**src/rtl/pipe_sched.sv**
```systemverilog
// pipe_sched: stage-3/4/5 class and destination registers for the EV22 core.
// Turns hazard HOLD into a bubble, freezes the pipe during memory-read wait
// states, inserts a single flush cycle after a jump, and runs a stall
// watchdog over consecutive HOLD cycles.
module pipe_sched #(
  parameter int TYPE_W    = 7,
  parameter int SEL_W     = 6,
  parameter int MEM_WAIT  = 2,
  parameter int MAX_STALL = 15
) (
  input  logic              clk,
  input  logic              reset,
  input  logic              issue_valid,
  input  logic [TYPE_W-1:0] Type2,
  input  logic [SEL_W-1:0]  SelC2,
  input  logic              hold_in,
  input  logic              mem_rd,
  output logic [TYPE_W-1:0] Type3,
  output logic [TYPE_W-1:0] Type4,
  output logic [TYPE_W-1:0] Type5,
  output logic [SEL_W-1:0]  SelC3,
  output logic [SEL_W-1:0]  SelC4,
  output logic [SEL_W-1:0]  SelC5,
  output logic              en_fetch,
  output logic              flush,
  output logic              MR,
  output logic [7:0]        stall_cnt,
  output logic              stall_err
);

  localparam int         JUMP_BIT  = 6;
  localparam logic [2:0] WAIT_INIT = 3'(MEM_WAIT - 1);
  localparam logic [7:0] STALL_LIM = 8'(MAX_STALL);

  typedef enum logic [1:0] {S_RUN, S_MEMWAIT, S_FLUSH} state_t;

  state_t            r_state, w_state_nxt;
  logic [2:0]        r_wcnt, w_wcnt_nxt;
  logic [TYPE_W-1:0] r_type3, r_type4, r_type5;
  logic [SEL_W-1:0]  r_sel3, r_sel4, r_sel5;
  logic              r_mr;
  logic [7:0]        r_stall, w_stall_nxt;
  logic              r_err;

  logic              w_adv;
  logic [TYPE_W-1:0] w_type3_in;
  logic [SEL_W-1:0]  w_sel3_in;
  logic              w_en_fetch;
  logic              w_flush;
  logic              w_stall_inc;
  logic              w_stall_clr;

  // Next-state, stage-3 input selection and fetch/flush control.
  always_comb begin
    w_state_nxt = r_state;
    w_wcnt_nxt  = r_wcnt;
    w_adv       = 1'b0;
    w_type3_in  = '0;
    w_sel3_in   = '0;
    w_en_fetch  = 1'b0;
    w_flush     = 1'b0;
    w_stall_inc = 1'b0;
    w_stall_clr = 1'b0;
    case (r_state)
      S_RUN: begin
        if (mem_rd) begin
          // Memory read wins over HOLD; HOLD is looked at again after the wait.
          // A pending HOLD keeps the stall count, a clear cycle resets it.
          w_adv       = 1'b1;
          w_state_nxt = S_MEMWAIT;
          w_wcnt_nxt  = WAIT_INIT;
          w_stall_clr = ~hold_in;
        end else if (hold_in) begin
          // Bubble into stage 3; older stages drain.
          w_adv       = 1'b1;
          w_stall_inc = 1'b1;
        end else begin
          w_adv       = 1'b1;
          w_en_fetch  = 1'b1;
          w_stall_clr = 1'b1;
          if (issue_valid) begin
            w_type3_in = Type2;
            w_sel3_in  = SelC2;
            if (Type2[JUMP_BIT]) w_state_nxt = S_FLUSH;
          end
        end
      end
      S_MEMWAIT: begin
        // Pipe frozen; counter was loaded with MEM_WAIT-1 so the freeze is
        // exactly MEM_WAIT cycles including the one at count zero.
        if (r_wcnt == 3'd0) w_state_nxt = S_RUN;
        else                w_wcnt_nxt  = r_wcnt - 3'd1;
      end
      S_FLUSH: begin
        w_adv       = 1'b1;
        w_en_fetch  = 1'b1;
        w_flush     = 1'b1;
        w_state_nxt = S_RUN;
      end
      default: w_state_nxt = S_RUN;
    endcase
  end

  // Saturating stall counter next value.
  always_comb begin
    w_stall_nxt = r_stall;
    if (w_stall_clr)                     w_stall_nxt = '0;
    else if (w_stall_inc && r_stall != 8'hFF) w_stall_nxt = r_stall + 8'd1;
  end

  // State and wait-counter registers.
  always_ff @(posedge clk or posedge reset) begin
    if (reset) begin
      r_state <= S_RUN;
      r_wcnt  <= '0;
    end else begin
      r_state <= w_state_nxt;
      r_wcnt  <= w_wcnt_nxt;
    end
  end

  // Stage 3/4/5 class and destination shift.
  always_ff @(posedge clk or posedge reset) begin
    if (reset) begin
      r_type3 <= '0;
      r_type4 <= '0;
      r_type5 <= '0;
      r_sel3  <= '0;
      r_sel4  <= '0;
      r_sel5  <= '0;
    end else if (w_adv) begin
      r_type5 <= r_type4;
      r_type4 <= r_type3;
      r_type3 <= w_type3_in;
      r_sel5  <= r_sel4;
      r_sel4  <= r_sel3;
      r_sel3  <= w_sel3_in;
    end
  end

  // MR mirrors the registered wait state.
  always_ff @(posedge clk or posedge reset) begin
    if (reset) r_mr <= 1'b0;
    else       r_mr <= (w_state_nxt == S_MEMWAIT);
  end

  // Stall counter and sticky watchdog flag.
  always_ff @(posedge clk or posedge reset) begin
    if (reset) begin
      r_stall <= '0;
      r_err   <= 1'b0;
    end else begin
      r_stall <= w_stall_nxt;
      if (w_stall_nxt >= STALL_LIM) r_err <= 1'b1;
    end
  end

  assign Type3     = r_type3;
  assign Type4     = r_type4;
  assign Type5     = r_type5;
  assign SelC3     = r_sel3;
  assign SelC4     = r_sel4;
  assign SelC5     = r_sel5;
  assign MR        = r_mr;
  assign stall_cnt = r_stall;
  assign stall_err = r_err;
  // Reset overrides the combinational controls so fetch stays off while held.
  assign en_fetch  = w_en_fetch & ~reset;
  assign flush     = w_flush & ~reset;

endmodule

```
**config.mk**
```make
export PLATFORM = sky130hd
export DESIGN_NAME = pipe_sched
export DESIGN_NICKNAME = d
export VERILOG_FILES = /design/src/rtl/pipe_sched.sv
export SDC_FILE = /design/constraint.sdc
export NUM_CORES = 1
export LEC_CHECK = 0
export CAP_MARGIN = 0
export CORE_ASPECT_RATIO = 1.25
export CORE_MARGIN = 10
export CORE_UTILIZATION = 40
export DETAILED_ROUTE_END_ITERATION = 8
export HOLD_SLACK_MARGIN = 0.15
export PLACE_DENSITY = 0.7
export SLEW_MARGIN = 20
export SYNTH_ARGS = -nofsm -noshare
export SYNTH_HDL_FRONTEND = slang
export SYNTH_SLANG_ARGS = --single-unit
```
**constraint.sdc**
```tcl
create_clock -name clk -period 4.3 [get_ports clk]
set_clock_uncertainty 0.1 [all_clocks]
set_input_delay 0.645 -clock clk [delete_from_list [all_inputs] [get_ports clk]]
set_output_delay 0.645 -clock clk [all_outputs]
set_load 0.01 [all_outputs]
```
==> flow_metrics.env, run 1 <==
export IMPL_run_status="completed"
export IMPL_cts_num_sinks=54
export IMPL_antenna_found_initial=0
export IMPL_drc=0
export IMPL_synth_top_area_share_pct=58.8
export IMPL_gr_total_overflow=0
export IMPL_grt_pass1_vias=1676
export IMPL_drive_above_1_share_pct=18.0
export IMPL_worstHoldStart="Type5[2]"
export IMPL_crit_cells=3
export IMPL_cts_buffers=5
export IMPL_power_switching_uw=567
export IMPL_async_flop_share_pct=100
export IMPL_fin_nets=264
export IMPL_r2r_setup_slack_ns=1.67
export IMPL_worstSkewPairLatency_ns=0.30
export IMPL_crit_path_top_delay_cell="dfrtp_2"
export IMPL_worst_setup_path_type="flop to primary output"
export IMPL_slew_headroom_pct=35.5
export IMPL_port_buffers=68
export IMPL_via_per_inst=5.33
export IMPL_coreArea_mm2=0.00552
export IMPL_postCtsSetupBuffers=0
export IMPL_period_minus_slack_ns=2.95
export IMPL_fmax_mhz=339
export IMPL_first_pass_iters=4
export IMPL_wirelength_um=5400
export IMPL_synth_fp_nets=196
export IMPL_antenna_left=0
export IMPL_multiInputGateArea_um2=892
export IMPL_vdd_drop_max_uv=316
export IMPL_drtIter0Drc=59
export IMPL_post_route_util_pct=56.6
export IMPL_arrival_ns=2.20
export IMPL_path_cells="nor2_1 > and2_2 > clkdlybuf4s50_1"
export IMPL_cts_path_max_buffers=2
export IMPL_ys_seq_area_share_pct=58.8
export IMPL_end_kind="primary output"
export IMPL_syn_area_mm2=0.00230
export IMPL_ff_latch_area_mm2=0.00135
export IMPL_totalPowerFinal_mw=1.78
export IMPL_max_stage_delay_ns=1.01
export IMPL_p_sw_share_pct=31.9
export IMPL_postCtsHoldBufs=0
export IMPL_finalHoldViolCount=0
export IMPL_p_per_area_mw_per_mm2=568
export IMPL_p_leak_nw=1.42
export IMPL_final_common_cell="clkdlybuf4s50_1"
export IMPL_synth_top_area_cell="dfrtp_1"
export IMPL_worstPathMaxFanout=50
export IMPL_ioPinCount=69
export IMPL_internal_power_mw=1.21
export IMPL_start_util_pct=41.7
export IMPL_path_delay_family="flip-flops"
export IMPL_r2r_end="stall_err"
export IMPL_crit_path_start_kind="flop"
export IMPL_fin_crit_sh_pct=68.6
export IMPL_reg2reg_from="r_state[0]"
export IMPL_cts_resized=0
export IMPL_p_comb_share_pct=38.3
export IMPL_crit_required_ns=3.56
export IMPL_die_h_um=105
export IMPL_r2r_worst_path_cells=5
export IMPL_clkPwrFrac_pct=15.3
export IMPL_ys_ff_latch=54
export IMPL_ys_flop_type="dfrtp_1"
export IMPL_hp_class="flop to flop"
export IMPL_slew_viol_final=0
export IMPL_grt_pass1_wl_um=8780
export IMPL_rows=30
export IMPL_n_antenna_cell=0
export IMPL_timing_setup_tns_ns=0
export IMPL_wl_per_cell_um=17.5
export IMPL_vias=1643
export IMPL_rsz0062_at_grt="false"
export IMPL_globalplace_congestion=0.919
export IMPL_root_buffer="clkbuf_8"
export IMPL_tightest_slew_ns=0.968
export IMPL_setup_viol=0
export IMPL_syn_inst=175
export IMPL_fill_cells=476
export IMPL_syn_avg_cell_area_um2=13.1
export IMPL_dieArea_mm2=0.00920
export IMPL_area_growth_pct=35.9
export IMPL_crit_buf_inv=1
export IMPL_path_clk_slew_ns=0.09
export IMPL_synth_edf_count=0
export IMPL_grt_util_all_layers_pct=11.8
export IMPL_synth_area_leaders="dfrtp_1 (59%), mux2_2 (13%), a22o_1 (4.6%), ha_1 (1.6%), mux2i_1 (1.3%)"
export IMPL_cts_tree="built"
export IMPL_mostFrequentLayoutCells="clkdlybuf4s50_1 (68), dfrtp_1 (53), mux2_2 (26)"
export IMPL_hpwlAfterDp_um=3910
export IMPL_max_cap_violations=0
export IMPL_min_to="Type5[2]"
export IMPL_die_x_um=87.8
export IMPL_grt_max_degree=51
export IMPL_hold_path_depth=1
export IMPL_synthDistinctLibCells=44
export IMPL_seqPwrFrac_pct=46.3
export IMPL_ctsHtreeMaxLevel=2
export IMPL_ys_warn_count=0
## worst max path at each step
stage | endpoint | slack, ns | start
after CTS | flush | 1.33 | r_state[0]
final | flush | 1.35 | r_state[0]
after floorplan | stall_err | 2.00 | mem_rd
after detailed placement | stall_err | 1.33 | mem_rd
after global routing | flush | 1.19 | r_state[0]
after global placement | stall_err | 1.39 | mem_rd
## power groups by stage
stage          registers (mW)  logic, mW  clock network, mW
2_1_floorplan           0.832      0.310                  0
3_3_place_gp            0.832      0.686                  0
3_5_place_dp            0.837      0.696                  0
4_1_cts                 0.827      0.700              0.290
5_1_grt                 0.853      0.740              0.308
6_report                0.823      0.681              0.272
## worst reg2reg max path: stages (launching register included)
cell     delay [ns]
dfrtp_2        0.76
or4b_4         0.69
or2_1          0.28
o221a_1        0.30
nor4_2         0.27
o31ai_1        0.10
## registers in the layout, summed over array words and instances (netlist names)
| signal | count |
|---|---|
| MR | 1 |
| SelC5 | 6 |
| Type4 | 7 |
| SelC4 | 6 |
| SelC3 | 6 |
| stall_err | 1 |
| r_wcnt | 3 |
| stall_cnt | 8 |
| Type5 | 7 |
| r_state | 2 |
| Type3 | 7 |
## layer usage
layer	vias up	wire length, um	GRT usage (%)
met4	0	82	4.34
met2	55	2830	20.0
met3	7	378	3.57
met5	-	0	0
li1	778	-	-
met1	803	2100	13.5
## layout make-up
| class | count | share of cell area [%] |
|---|---|---|
| clock buffers | 6 | 2.32 |
| clock inverters | 2 | 0.440 |
| inverters | 5 | 0.600 |
| multi-input cells | 107 | 28.5 |
| flip-flops and latches | 54 | 43.3 |
| well taps | 64 | 2.56 |
| repair buffers | 70 | 22.3 |
## cells in the mapped netlist, types with 3 or more instances
| master | number |
|---|---|
| clkbuf_1 | 3 |
| nor3_1 | 4 |
| inv_1 | 5 |
| nand2_1 | 4 |
| buf_1 | 4 |
| dfrtp_1 | 54 |
| nand4_1 | 3 |
| a21oi_1 | 3 |
| nor2_1 | 6 |
| o21ai_0 | 4 |
| mux2i_1 | 3 |
| ha_1 | 3 |
| mux2_2 | 26 |
| a22o_1 | 12 |
## kinds of logic (layout without fill, tap and decap cells)
kind of cell               Yosys count  in the layout  share of synthesized area [%]
AOI/OAI and AO/OA                   37             37                           12.6
muxes                               29             29                           14.0
DFF                                 54             54                           58.8
and+or+nand+nor                     37             37                           9.96
xor gates and xnor gates             1              1                          0.381
adders and majority gates            3              3                           1.63
buffers and inverters               14             83                           2.67
## stage by stage
| step | hold WS, ns | cells | instance area, um2 | setup WS [ns] |
|---|---|---|---|---|
| after global routing | 0.437 | 308 | 3130 | 1.19 |
| final | 0.409 | 308 | 3130 | 1.35 |
| after floorplan | 0.384 | 175 | 2300 | 2.00 |
| after detailed placement | 0.393 | 300 | 3040 | 1.33 |
| after CTS | 0.416 | 308 | 3130 | 1.33 |
| after global placement | 0.386 | 300 | 3040 | 1.39 |
(Power assumes the default switching activity.)
==> run 2, diff against run 1 <==
--- a/config.mk
+++ b/config.mk
@@ -11,7 +11,7 @@
 export CORE_UTILIZATION = 40
 export DETAILED_ROUTE_END_ITERATION = 8
 export HOLD_SLACK_MARGIN = 0.15
-export PLACE_DENSITY = 0.7
+export PLACE_DENSITY = 0.72
 export SLEW_MARGIN = 20
 export SYNTH_ARGS = -nofsm -noshare
 export SYNTH_HDL_FRONTEND = slang
==> constraint.sdc (replaced) <==
create_clock -name clk -period 2.66 [get_ports clk]
set_clock_uncertainty 0.1 [all_clocks]
set_input_delay 0.399 -clock clk [delete_from_list [all_inputs] [get_ports clk]]
set_output_delay 0.399 -clock clk [all_outputs]
set_load 0.01 [all_outputs]
==> flow_metrics.env, run 2 (synthesized netlist as in run 1, its figures left out) <==
export IMPL_rows=30
export IMPL_max_stage_delay_ns=0.58
export IMPL_mostFrequentLayoutCells="clkdlybuf4s50_1 (68), dfrtp_1 (53), mux2_2 (26)"
export IMPL_vias=1670
export IMPL_totalPowerFinal_mw=2.92
export IMPL_cts_path_max_buffers=2
export IMPL_largest_reg_flops=8
export IMPL_fin_crit_sh_pct=85.7
export IMPL_first_pass_iters=4
export IMPL_hp_class="input port to async pin"
export IMPL_cts_buffers=5
export IMPL_timing_setup_tns_ns=0
export IMPL_rsz0062_at_grt="false"
export IMPL_port_buffers=68
export IMPL_path_cells="clkdlybuf4s50_1 > or4b_4 > or2_1 > o221a_1 > nor4_2 > o31ai_1"
export IMPL_grt_pass1_vias=1761
export IMPL_finalHoldViolCount=0
export IMPL_slew_viol_final=0
export IMPL_r2r_worst_path_cells=5
export IMPL_grt_util_all_layers_pct=12.0
export IMPL_via_per_inst=5.30
export IMPL_r2r_end="stall_err"
export IMPL_run_status="completed"
export IMPL_postCtsSetupBuffers=0
export IMPL_cts_num_sinks=54
export IMPL_setup_viol=0
export IMPL_r2r_setup_slack_ns=0.53
export IMPL_worst_setup_path_type="input port to flop"
export IMPL_grt_max_degree=46
export IMPL_crit_path_start_kind="input port"
export IMPL_reg2reg_from="r_state[0]"
export IMPL_final_common_cell="clkdlybuf4s50_1"
export IMPL_ctsHtreeMaxLevel=2
export IMPL_grt_pass1_wl_um=9020
export IMPL_fin_nets=271
export IMPL_path_clk_slew_ns=0.10
export IMPL_worstSkewPairLatency_ns=0.30
export IMPL_hpwlAfterDp_um=3970
export IMPL_antenna_left=0
export IMPL_root_buffer="clkbuf_8"
export IMPL_drive_above_1_share_pct=20.7
export IMPL_drc=0
export IMPL_area_growth_pct=39.1
export IMPL_worstPathMaxFanout=5
export IMPL_start_util_pct=41.7
export IMPL_cts_tree="built"
export IMPL_drtIter0Drc=90
export IMPL_postCtsHoldBufs=0
export IMPL_fmax_mhz=439
export IMPL_p_leak_nw=1.46
export IMPL_die_x_um=87.8
export IMPL_antenna_found_initial=0
export IMPL_wirelength_um=5380
export IMPL_coreArea_mm2=0.00552
export IMPL_gr_total_overflow=0
export IMPL_cts_resized=0
export IMPL_max_cap_violations=0
export IMPL_n_antenna_cell=0
export IMPL_crit_required_ns=2.74
export IMPL_end_kind="flop"
export IMPL_dieArea_mm2=0.00920
export IMPL_crit_path_top_delay_cell="or4b_4"
export IMPL_tightest_slew_ns=0.537
export IMPL_ioPinCount=69
export IMPL_arrival_ns=2.36
export IMPL_wl_per_cell_um=17.1
export IMPL_vdd_drop_max_uv=591
export IMPL_die_h_um=105
export IMPL_p_per_area_mw_per_mm2=914
export IMPL_globalplace_congestion=0.870
export IMPL_period_minus_slack_ns=2.28
export IMPL_slew_headroom_pct=63.8
run 2: changes by cell type in the layout (fill, tap and decap cells not counted), sizes merged:
cell      previous run  this run
buf                  2         9
clkinv               2         1
clkinvlp             0         1
run 2: metrics by stage:
step	worst slack, ns	utilization (%)	hold slack, ns	std cells	instance area [um2]
floorplan	0.541	-	0.384	175	2300
global placement	0.117	56.3	0.386	307	3100
detailed placement	0.0682	56.3	0.396	307	3100
CTS	0.385	58.0	0.407	315	3200
global route	0.329	58.0	0.435	315	3200
finish	0.380	58.0	0.386	315	3200
run 2: area by class of cell:
cell class / instances / area, um2
Clock buffer: 6 / 82.6
Clock inverter: 2 / 12.5
Fill cell: 480 / 2320
Inverter: 5 / 18.8
Multi-Input combinational cell: 107 / 892
Sequential cell: 54 / 1350
Tap cell: 64 / 80.1
Timing Repair Buffer: 77 / 761
run 2: metal layers:
layer	GRT usage [%]	routed length, um
met4	4.00	83
met1	14.2	2230
met5	0	0
met3	3.65	313
met2	20.1	2750
run 2: worst max-delay path, delay by kind of cell:
family	cells	cell delay, ns
simple gates	3	1.12
buf+inv	1	0.44
compound gates	2	0.39
run 2: report_power, final:
group	leakage [nW]	total (mW)	switching, mW	internal [mW]
sequential	0.726	1.25	0.169	1.08
combinational	0.689	1.21	0.502	0.710
clock	0.0472	0.467	0.257	0.210
run 2: how the worst max path moves through the flow:
| stage | slack [ns] | from | to | cells past startpoint |
|---|---|---|---|---|
| CTS | 0.39 | mem_rd | stall_err | 6 |
| floorplan | 0.54 | r_state[1] | stall_err | 6 |
| global placement | 0.12 | mem_rd | stall_err | 6 |
| global route | 0.33 | mem_rd | en_fetch | 5 |
| finish | 0.38 | mem_rd | stall_err | 6 |
| detailed placement | 0.07 | mem_rd | stall_err | 6 |
==> variant, RTL diff (flow settings as in run 2) <==
Put one more register stage on the output `stall_cnt`, with the module's reset. The value now appears one clock later. The other outputs are not delayed to match.
--- a/src/rtl/pipe_sched.sv
+++ b/src/rtl/pipe_sched.sv
@@ -162,7 +162,13 @@
   assign SelC4     = r_sel4;
   assign SelC5     = r_sel5;
   assign MR        = r_mr;
-  assign stall_cnt = r_stall;
+  always_ff @(posedge clk or posedge reset) begin
+    if (reset) begin
+      stall_cnt <= '0;
+    end else begin
+      stall_cnt <= r_stall;
+    end
+  end
   assign stall_err = r_err;
   // Reset overrides the combinational controls so fetch stays off while held.
   assign en_fetch  = w_en_fetch & ~reset;
Function: changed (Yosys sat finds a counterexample within 4 cycles, from zero or initial values and one cycle with reset high).
==> variant against run 2 <==
Wire length rose by 2.6%. Setup slack got worse by 69 ps. Cell area rose by 8.9%. Sequential cell count rose by 8. Area after synthesis rose by 6.9%. Critical path depth did not move. Power rose by 13%. Via count rose by 4.5%. Largest power group unchanged. Highest routed layer unchanged.
==> variant: results <==
group,metric,value,unit
yosys,synth_cell_type_count,41,
final_layout,drive_gt1_share,23.1,%
power_and_ir_drop,switchingPower,1.02,mW
place,gp_congestion,0.954,
clock_tree,clk_latency,330,ps
yosys,avgSynthCellArea,13.9,sq um
place,dp_hpwl,4120,um
clock_tree,cts_buffers,9,
place,placed_cells,330,
worst_setup_path,cp_top_family,"compound AO/OA/AOI/OAI gates",
clock_tree,path_clk_slew,70,ps
worst_setup_path,worstPathMaxFanout,9,
global_routing,grt_pass1_wl,9200,um
worst_setup_path,slowest_delay,500,ps
drt,via_per_inst,5.04,
yosys,synth.area.mux_share,12.3,%
drt,drt_iter0_drc,52,
outcome,status,"complete, no violations",
global_routing,grtUsageMet1,14.1,%
yosys,ys_seq_area_share,63.1,%
global_routing,track_usage,11.7,%
final_layout,fillers,513,
place,dp_slack,-10.7,ps
yosys,synthTopCellsByArea,"dfrtp_1, mux2_2, a22o_1",
drt,drt-total-wl,5520,um
yosys,synthXorXnorAreaFrac,1.43,%
yosys,syn_nets,198,
## variant: kinds of logic after synthesis
logic type                 count (synthesis)
AOI/OAI and AO/OA                         32
xor gates and xnor gates                   4
adders and majority gates                  3
buffers and inverters                     13
DFF                                       62
muxes                                     27
and+or+nand+nor                           36
## variant: final timing paths
kind	startpoint	end	cells after the start
min	reset	SelC3[5]	2
max reg2reg	r_stall[3]	stall_err	6
max	r_stall[3]	stall_err	6
max in group asynchronous	reset	Type4[6]	3
min in group clk	r_stall[0]	stall_cnt[0]	0
min reg2reg	r_stall[0]	stall_cnt[0]	0
## variant: power groups by stage
stage	Combinational (mW)	Sequential [mW]	Clock, mW
after floorplan	0.488	1.49	0
after global placement	1.21	1.40	0
after detailed placement	1.23	1.41	0
after CTS	1.23	1.40	0.741
after global routing	1.32	1.43	0.787
final	1.21	1.39	0.714
## variant: area by class of cell
cell class              instances  area (sq um)  area share, %
flip-flops and latches         62          1550           44.6
multi-input cells             102           853           24.5
well taps                      82           103           2.95
clock buffers                  11           141           4.06
repair buffers                 80           783           22.5
clock inverters                 5          35.0           1.01
inverters                       4          15.0          0.431
## variant: per-layer routing
metal,wire length (um),up-vias
li1,-,814
met1,2470,862
met2,2590,63
met3,426,6
met4,36,0
met5,0,-
